--- config.mk ---
export PLATFORM = sky130hd
export DESIGN_NAME = cpu_bus_arbiter_flat
export DESIGN_NICKNAME = d
export VERILOG_FILES = /design/src/rtl/cpu_bus_arbiter_if.sv /design/src/rtl/cpu_bus_arbiter.sv /design/src/flat_wrapper.sv
export SDC_FILE = /design/constraint.sdc
export NUM_CORES = 1
export LEC_CHECK = 0
export ABC_AREA = 1
export BUFFER_PORTS_ARGS = -buffer_cell sky130_fd_sc_hd__buf_2
export CAP_MARGIN = 40
export CORE_AREA = 2 2 109 111
export DETAILED_ROUTE_END_ITERATION = 16
export DIE_AREA = 0 0 111 113
export MAX_ROUTING_LAYER = met4
export PLACE_DENSITY = 0.49
export SYNTH_ARGS = -nofsm -noshare
export SYNTH_HDL_FRONTEND = slang
export SYNTH_SLANG_ARGS = --single-unit
--- constraint.sdc ---
create_clock -name clk_i -period 4.2 [get_ports clk_i]
set_clock_uncertainty 0.1 [all_clocks]
set_input_delay 0.63 -clock clk_i [delete_from_list [all_inputs] [get_ports clk_i]]
set_output_delay 0.63 -clock clk_i [all_outputs]
set_load 0.01 [all_outputs]
--- src/rtl/cpu_bus_arbiter_if.sv ---
// Bundle of the fetch port, data port and shared Wishbone master signals
// seen by cpu_bus_arbiter; "slave" is the arbiter's view, "master" the environment's.
interface cpu_bus_arbiter_if;
    logic        iw_cyc_i;
    logic        iw_stb_i;
    logic [31:0] iw_adr_i;
    logic [31:0] iw_dat_o;
    logic        iw_ack_o;

    logic        dw_cyc_i;
    logic        dw_stb_i;
    logic        dw_we_i;
    logic [3:0]  dw_sel_i;
    logic [31:0] dw_adr_i;
    logic [31:0] dw_dat_i;
    logic [31:0] dw_dat_o;
    logic        dw_ack_o;

    logic        wb_cyc_o;
    logic        wb_stb_o;
    logic        wb_we_o;
    logic [3:0]  wb_sel_o;
    logic [31:0] wb_adr_o;
    logic [31:0] wb_dat_o;
    logic [31:0] wb_dat_i;
    logic        wb_ack_i;

    logic [1:0]  grant_o;

    modport slave (
        input  iw_cyc_i, iw_stb_i, iw_adr_i,
        output iw_dat_o, iw_ack_o,
        input  dw_cyc_i, dw_stb_i, dw_we_i, dw_sel_i, dw_adr_i, dw_dat_i,
        output dw_dat_o, dw_ack_o,
        output wb_cyc_o, wb_stb_o, wb_we_o, wb_sel_o, wb_adr_o, wb_dat_o,
        input  wb_dat_i, wb_ack_i,
        output grant_o
    );

    modport master (
        output iw_cyc_i, iw_stb_i, iw_adr_i,
        input  iw_dat_o, iw_ack_o,
        output dw_cyc_i, dw_stb_i, dw_we_i, dw_sel_i, dw_adr_i, dw_dat_i,
        input  dw_dat_o, dw_ack_o,
        input  wb_cyc_o, wb_stb_o, wb_we_o, wb_sel_o, wb_adr_o, wb_dat_o,
        output wb_dat_i, wb_ack_i,
        input  grant_o
    );
endinterface

--- src/rtl/cpu_bus_arbiter.sv ---
// Shares one Wishbone master port between instruction fetch and the data stage.
// Data wins ties, but fetch is forced through after STARVE_LIMIT consecutive data grants.
module cpu_bus_arbiter #(
    parameter int unsigned STARVE_LIMIT = 4
) (
    input  logic               clk_i,
    input  logic               rst_i,
    cpu_bus_arbiter_if.slave   bus
);
    typedef enum logic [1:0] {
        IDLE    = 2'b00,
        GRANT_I = 2'b01,
        GRANT_D = 2'b10
    } state_e;

    localparam logic [7:0] LIMIT = 8'(STARVE_LIMIT);

    state_e     state_q;
    logic [7:0] starveCnt_q;

    // Every grant returns through IDLE, so handover always costs one idle cycle.
    always_ff @(posedge clk_i) begin
        if (rst_i) begin
            state_q     <= IDLE;
            starveCnt_q <= 8'd0;
        end else begin
            unique case (state_q)
                IDLE: begin
                    if (bus.iw_cyc_i && (!bus.dw_cyc_i || starveCnt_q == LIMIT)) begin
                        state_q     <= GRANT_I;
                        starveCnt_q <= 8'd0;
                    end else if (bus.dw_cyc_i) begin
                        state_q <= GRANT_D;
                        if (bus.iw_cyc_i && starveCnt_q < LIMIT)
                            starveCnt_q <= starveCnt_q + 8'd1;
                    end
                end
                GRANT_I: if (!bus.iw_cyc_i) state_q <= IDLE;
                GRANT_D: if (!bus.dw_cyc_i) state_q <= IDLE;
                default: state_q <= IDLE;
            endcase
        end
    end

    assign bus.grant_o  = state_q;
    assign bus.iw_dat_o = bus.wb_dat_i;
    assign bus.dw_dat_o = bus.wb_dat_i;

    // The owner's ack follows wb_ack_i even in its cyc-drop cycle; IDLE ignores it.
    always_comb begin
        bus.wb_cyc_o = 1'b0;
        bus.wb_stb_o = 1'b0;
        bus.wb_we_o  = 1'b0;
        bus.wb_sel_o = 4'b0000;
        bus.wb_adr_o = 32'd0;
        bus.wb_dat_o = 32'd0;
        bus.iw_ack_o = 1'b0;
        bus.dw_ack_o = 1'b0;
        unique case (state_q)
            GRANT_I: begin
                bus.wb_cyc_o = bus.iw_cyc_i;
                bus.wb_stb_o = bus.iw_stb_i;
                bus.wb_sel_o = 4'b1111;
                bus.wb_adr_o = bus.iw_adr_i;
                bus.iw_ack_o = bus.wb_ack_i;
            end
            GRANT_D: begin
                bus.wb_cyc_o = bus.dw_cyc_i;
                bus.wb_stb_o = bus.dw_stb_i;
                bus.wb_we_o  = bus.dw_we_i;
                bus.wb_sel_o = bus.dw_sel_i;
                bus.wb_adr_o = bus.dw_adr_i;
                bus.wb_dat_o = bus.dw_dat_i;
                bus.dw_ack_o = bus.wb_ack_i;
            end
            default: ;
        endcase
    end
endmodule

--- src/flat_wrapper.sv ---
// flat-port wrapper written by rule: the top's interface ports become plain ports
module cpu_bus_arbiter_flat 
#(
    parameter int unsigned STARVE_LIMIT = 4
)
  (clk_i, rst_i, bus_iw_cyc_i, bus_iw_stb_i, bus_iw_adr_i, bus_iw_dat_o, bus_iw_ack_o, bus_dw_cyc_i, bus_dw_stb_i, bus_dw_we_i, bus_dw_sel_i, bus_dw_adr_i, bus_dw_dat_i, bus_dw_dat_o, bus_dw_ack_o, bus_wb_cyc_o, bus_wb_stb_o, bus_wb_we_o, bus_wb_sel_o, bus_wb_adr_o, bus_wb_dat_o, bus_wb_dat_i, bus_wb_ack_i, bus_grant_o);
  cpu_bus_arbiter_if bus_i ();
  input  logic clk_i;
  input  logic rst_i;
  input wire logic [$bits(bus_i.iw_cyc_i)-1:0] bus_iw_cyc_i;
  input wire logic [$bits(bus_i.iw_stb_i)-1:0] bus_iw_stb_i;
  input wire logic [$bits(bus_i.iw_adr_i)-1:0] bus_iw_adr_i;
  output wire logic [$bits(bus_i.iw_dat_o)-1:0] bus_iw_dat_o;
  output wire logic [$bits(bus_i.iw_ack_o)-1:0] bus_iw_ack_o;
  input wire logic [$bits(bus_i.dw_cyc_i)-1:0] bus_dw_cyc_i;
  input wire logic [$bits(bus_i.dw_stb_i)-1:0] bus_dw_stb_i;
  input wire logic [$bits(bus_i.dw_we_i)-1:0] bus_dw_we_i;
  input wire logic [$bits(bus_i.dw_sel_i)-1:0] bus_dw_sel_i;
  input wire logic [$bits(bus_i.dw_adr_i)-1:0] bus_dw_adr_i;
  input wire logic [$bits(bus_i.dw_dat_i)-1:0] bus_dw_dat_i;
  output wire logic [$bits(bus_i.dw_dat_o)-1:0] bus_dw_dat_o;
  output wire logic [$bits(bus_i.dw_ack_o)-1:0] bus_dw_ack_o;
  output wire logic [$bits(bus_i.wb_cyc_o)-1:0] bus_wb_cyc_o;
  output wire logic [$bits(bus_i.wb_stb_o)-1:0] bus_wb_stb_o;
  output wire logic [$bits(bus_i.wb_we_o)-1:0] bus_wb_we_o;
  output wire logic [$bits(bus_i.wb_sel_o)-1:0] bus_wb_sel_o;
  output wire logic [$bits(bus_i.wb_adr_o)-1:0] bus_wb_adr_o;
  output wire logic [$bits(bus_i.wb_dat_o)-1:0] bus_wb_dat_o;
  input wire logic [$bits(bus_i.wb_dat_i)-1:0] bus_wb_dat_i;
  input wire logic [$bits(bus_i.wb_ack_i)-1:0] bus_wb_ack_i;
  output wire logic [$bits(bus_i.grant_o)-1:0] bus_grant_o;
  assign bus_i.iw_cyc_i = bus_iw_cyc_i;
  assign bus_i.iw_stb_i = bus_iw_stb_i;
  assign bus_i.iw_adr_i = bus_iw_adr_i;
  assign bus_iw_dat_o = bus_i.iw_dat_o;
  assign bus_iw_ack_o = bus_i.iw_ack_o;
  assign bus_i.dw_cyc_i = bus_dw_cyc_i;
  assign bus_i.dw_stb_i = bus_dw_stb_i;
  assign bus_i.dw_we_i = bus_dw_we_i;
  assign bus_i.dw_sel_i = bus_dw_sel_i;
  assign bus_i.dw_adr_i = bus_dw_adr_i;
  assign bus_i.dw_dat_i = bus_dw_dat_i;
  assign bus_dw_dat_o = bus_i.dw_dat_o;
  assign bus_dw_ack_o = bus_i.dw_ack_o;
  assign bus_wb_cyc_o = bus_i.wb_cyc_o;
  assign bus_wb_stb_o = bus_i.wb_stb_o;
  assign bus_wb_we_o = bus_i.wb_we_o;
  assign bus_wb_sel_o = bus_i.wb_sel_o;
  assign bus_wb_adr_o = bus_i.wb_adr_o;
  assign bus_wb_dat_o = bus_i.wb_dat_o;
  assign bus_i.wb_dat_i = bus_wb_dat_i;
  assign bus_i.wb_ack_i = bus_wb_ack_i;
  assign bus_grant_o = bus_i.grant_o;
  cpu_bus_arbiter #(.STARVE_LIMIT(STARVE_LIMIT)) u_core (.clk_i(clk_i), .rst_i(rst_i), .bus(bus_i));
endmodule
; ---- Yosys cells after proc, flatten, opt, wreduce, memory -nomap -nowiden
; Cells that the tools add are included.
[totals]
reg_bits = 10
latchBits = 0
mem_bits_rw = 0
romBits = 0
inputBits = 140
out_inout_bits = 139
elab_cells = 35
memories = 0
[classes]
n_addsub = 1
n_mul = 0
n_div = 0
order_cmp = 1
eq_ne = 6
shift = 0
n_mux = 16
n_bitwise = 0
n_reduce_logical = 9
[ops]
columns = cell, n
row1 = $pmux W32 S2, 1
row2 = $mux W32, 1
row3 = $mux W8, 3
row4 = $add A8 B1 Y8 const B, 1
row5 = $eq A8 B3 Y1 const B, 1
row6 = $lt A8 B3 Y1 const B, 1
row7 = $mux W2, 4
row8 = $pmux W4 S2, 1
row9 = $pmux W2 S3, 1
row10 = $reduce_and A3 Y1, 2
row11 = $ne A2 B2 Y1 const B, 2
row12 = $pmux W1 S2, 2
row13 = $reduce_bool A2 Y1, 2
row14 = $mux W1, 3
row15 = $ne A3 B2 Y1 const B, 1
row16 = $eq A2 B1 Y1 const B, 1
row17 = $eq A2 B2 Y1 const B, 1
row18 = $logic_and A1 B1 Y1, 2
row19 = $logic_not A2 Y1, 1
row20 = $logic_not A1 Y1, 1
row21 = $logic_or A1 B1 Y1, 1

; ---- Logic depth before layout (Yosys ltp)
[depth]
depth_word = 5
depth_mapped = 9
mapped_depth_nobuf = 9

; ---- Least setup slack after synthesis
; No wires, ideal clock.
[synth_path]
kind = reg2out
start = register u_core.state_q[0] (netlist: u_core.bus.grant_o[0])
end = output bus_wb_adr_o[0]
t_arrival_ps = 1300
required_ps = 3470
setup_slack_ps = 2170
stages_incl_launch_ff = 7
path_cell_list = dfxtp_1 > inv_1 > ha_1 > inv_1 > buf_2 > buf_2 > a21oi_1
[synth_via]
elab_chain_cells = 2
word_cells_on_any_way = 3
cone_classes = eq/ne: 2 / mux: 1
[synth_rtl]
columns = element, line
row1 = "start, declared", cpu_bus_arbiter.sv:18  ; state_e state_q;
row2 = "start signal, assigned", cpu_bus_arbiter.sv:24  ; state_q <= IDLE;
row3 = "start signal, assigned", cpu_bus_arbiter.sv:30  ; state_q <= GRANT_I;
row4 = "start signal, assigned", cpu_bus_arbiter.sv:33  ; state_q <= GRANT_D;
row5 = $eq A2 B2 Y1 / $eq A2 B1 Y1 (equally long branches), cpu_bus_arbiter.sv:59  ; unique case (state_q)
row6 = $pmux W32 S2 *, cpu_bus_arbiter.sv:59
row7 = "end, declared", flat_wrapper.sv:27  ; output wire logic [$bits(bus_i.wb_adr_o)-1:0] bus_wb_adr_o;
; Mark *: on every way between the ends. The rest lies on a longest branch, timed or not.

; ---- Worst setup path in the final report
[layout_path]
start = register u_core.state_q[0] (netlist: u_core.bus.grant_o[0])
end = output bus_wb_adr_o[29]
; The elaborated chain is that of the path after synthesis.

==> impl_table.tex <==
\begin{tabular}{lr}
\hline
Metric & Value \\
\hline
\multicolumn{2}{l}{\textbf{Status}} \\
Run status & complete, no violations \\
\multicolumn{2}{l}{\textbf{Route}} \\
Total routed wirelength & 6690 µm \\
Count of antenna-violating nets left after detailed routing & 0 \\
Wire length on met1 & 2510 µm \\
Vias per inst & 3.81 \\
DRC violation count after routing & 0 \\
Drt first pass iters & 5 \\
Initial DRC Count & 64 \\
Met3 WL post-DR & 637 µm \\
Top layer used by detailed routing & met4 \\
Amount of wire on met2 after detailed routing & 3440 µm \\
Final routed wire length divided by cell count & 11.4 µm \\
Routed via count & 2,241 \\
\multicolumn{2}{l}{\textbf{Floorplan}} \\
X dimension of the die & 111 µm \\
Die area & 0.0125 mm² \\
Starting density of the core & 0.165 \\
Total core area & 0.0113 mm² \\
Die height & 113 µm \\
Top-Level Pins & 279 \\
Cell row count & 39 \\
\multicolumn{2}{l}{\textbf{Synthesis}} \\
Top cells by instance count after synthesis & 119 x sky130\_fd\_sc\_hd\_\_nand2\_1, 65 x sky130\_fd\_sc\_hd\_\_buf\_4, 49 x sky130\_fd\_sc\_hd\_\_inv\_1, 38 x sky130\_fd\_sc\_hd\_\_a21oi\_1, 14 x sky130\_fd\_sc\_hd\_\_buf\_2 \\
Most common cell in the netlist & sky130\_fd\_sc\_hd\_\_nand2\_1 \\
Most used flip-flop cell after synthesis & sky130\_fd\_sc\_hd\_\_dfxtp\_1 \\
Area of the mapped netlist & 0.00186 mm² \\
Number of instances in the synthesized netlist & 338 \\
Ranking of synthesized cells by area & sky130\_fd\_sc\_hd\_\_buf\_4 26\%, sky130\_fd\_sc\_hd\_\_nand2\_1 24\%, sky130\_fd\_sc\_hd\_\_dfxtp\_1 11\% \\
Count of synthesis-stage warnings from yosys & 0 \\
Synthesized net count & 483 \\
Mean cell area of the mapped netlist & 5.49 µm² \\
Count of flip-flops with a built-in enable after synthesis & 0 \\
Number of storage elements in the synthesis netlist & 10 \\
Cell taking the most area after synthesis & sky130\_fd\_sc\_hd\_\_buf\_4 \\
Area share of the largest cell type after synthesis & 0.263 \\
Post-synth cell types & 22 \\
Share of synthesized area occupied by flip-flops and latches & 0.108 \\
Async set-reset flop share out of synthesis & 0 \\
\multicolumn{2}{l}{\textbf{Clock network}} \\
Post-CTS Hold Fix Bufs & 0 \\
Post-CTS Repair Setup Buffers & 0 \\
Clock Pin Slew Worst Setup and Hold Paths & 40 ps \\
\# H-tree levels & 1 \\
CTS-repair resized insts & 0 \\
Clock Path Buffers & 2 \\
Cell at the root of the clock tree & sky130\_fd\_sc\_hd\_\_clkbuf\_16 \\
CTS tree & built \\
Clock tree sinks & 10 \\
Skew-Pair Late Insertion Delay & 240 ps \\
CTS buffer count & 3 \\
\multicolumn{2}{l}{\textbf{Power and ir drop}} \\
Maximum VDD drop & 0.000155 V \\
Pwr Total & 0.552 mW \\
Static power due to leakage & 1.59 nW \\
Power density of the placed cells & 223 mW/mm² \\
\multicolumn{2}{l}{\textbf{Place}} \\
Half-perimeter wire length after detailed placement & 5590 µm \\
Pre-CTS setup slack & 1520 ps \\
Total placed instance area & 0.00240 mm² \\
Cell Count Post-Placement & 585 \\
Number of port buffers & 182 \\
Routability cong. & 0.914 \\
\multicolumn{2}{l}{\textbf{Worst setup path}} \\
Crit path max fanout & 44 \\
Family with the most delay on the worst path & adder cells \\
Crit path largest cell delay & 690 ps \\
Buf/Inv on CP & 3 \\
Crit-path slowest cell & sky130\_fd\_sc\_hd\_\_ha\_2 \\
CP Capture Type & primary output \\
Critical Setup Path Class & flop to primary output \\
WP data required & 3470 ps \\
Ordered list of cells on the worst path & inv\_1, ha\_2, buf\_4, nand2\_1, a21oi\_1, buf\_2 \\
Critical path arrival & 2140 ps \\
Category of the worst setup path launch point & flop \\
\multicolumn{2}{l}{\textbf{STA}} \\
Slew margin rel. & 0.437 \\
Setup TNS & 0 ps \\
RSZ-0062 raised after global routing & no \\
\# setup viols final & 0 \\
Worst slew pin tran & 844 ps \\
Fmax & 348 MHz \\
Worst hold margin & 334 ps \\
Share of the clock period used by the worst path after layout & 0.684 \\
Count of final max-slew check failures & 0 \\
Final critical-path required period & 2870 ps \\
Final hold viol count & 0 \\
Final worst slack & 1330 ps \\
\multicolumn{2}{l}{\textbf{Final layout}} \\
Finished Cell Area & 0.00248 mm² \\
Number of nets in the layout & 592 \\
Share of final-layout standard cells stronger than drive strength 1 & 0.461 \\
Fillcell total & 1,321 \\
Syn-to-layout area delta & 33.6\% \\
Post-route insts no fill & 588 \\
Ant. Diodes & 0 \\
Layout Utilization & 0.220 \\
\multicolumn{2}{l}{\textbf{Worst hold path}} \\
Worst hold path type & flop to flop \\
\multicolumn{2}{l}{\textbf{GRT}} \\
GR Overflow Total & 0 \\
Number of antenna violations at the first check in global routing & 0 \\
Number of global-route vias before repair & 2,017 \\
Global-route wire length before repair & 9890 µm \\
Total routing resource utilization after global routing & 0.0993 \\
Pin count of the biggest net entering global routing & 45 \\
\multicolumn{2}{l}{\textbf{Job}} \\
Max cap viols & 0 \\
\hline
\end{tabular}
## worst register-to-register path, delay by kind of cell (launching register included)
kind	cells	cell delay (ps)
flops	1	320
fa+ha+maj	1	450
compound gates	2	300
buf+inv	4	590
simple gates	2	110
## cell families (layout without fill, tap and decap cells)
kind of cell	after synthesis	after routing	synth area share
flip-flops	10	10	0.108
AND/OR/NAND/NOR	146	146	0.322
buffers and inverters	135	242	0.415
AO/OA/AOI/OAI	42	42	0.121
adder cells (fa/ha/maj)	5	5	0.0337
## sequential cells by signal (all words and copies together) (netlist names)
register	count
u_core.starveCnt_q	8
u_core.bus.grant_o	2
## layer usage
metal,track usage,up-vias
met5,-,-
met4,0.0300,0
met3,0.0295,13
met2,0.184,133
met1,0.101,942
li1,-,1153
## layout by cell type, fill, tap and decap left out, drive strengths merged
master and n:
nand3 9, nor3b 1, nand2 122, inv 54
nor2 12, ha 5, o21ai 1, nor3 1
dfxtp 10, a21oi 41, clkbuf 3, buf 185
nand4 1
## area by class of cell
cell class | instances | area, µm² | share of cell area
well taps | 143 | 179 | 0.0721
inverters | 54 | 205 | 0.0827
clock buffers | 3 | 75.1 | 0.0303
flip-flops and latches | 10 | 200 | 0.0807
repair buffers | 185 | 933 | 0.376
multi-input cells | 193 | 887 | 0.358
## worst paths after layout
| kind | from | end | slack (ps) | depth (start not counted) |
|---|---|---|---|---|
| max reg2reg | u_core.bus.grant_o[1]$_SDFFE_PP0P_ | u_core.bus.grant_o[1]$_SDFFE_PP0P_ | 2250 | 9 |
| max | u_core.bus.grant_o[0]$_SDFFE_PP0P_ | bus_wb_adr_o[29] | 1330 | 6 |
| min | u_core.starveCnt_q[6]$_SDFFE_PP0P_ | u_core.starveCnt_q[6]$_SDFFE_PP0P_ | 330 | 2 |
| min reg2reg | u_core.starveCnt_q[6]$_SDFFE_PP0P_ | u_core.starveCnt_q[6]$_SDFFE_PP0P_ | 330 | 2 |
## where the power goes
group	internal, mW	switching [mW]	leakage (nW)	total [mW]
Combinational	0.113	0.173	1.47	0.286
Clock	0.123	0.0415	0.0370	0.165
Sequential	0.0989	0.00306	0.0811	0.102
Note: power is estimated with default switching activity, not from simulation.
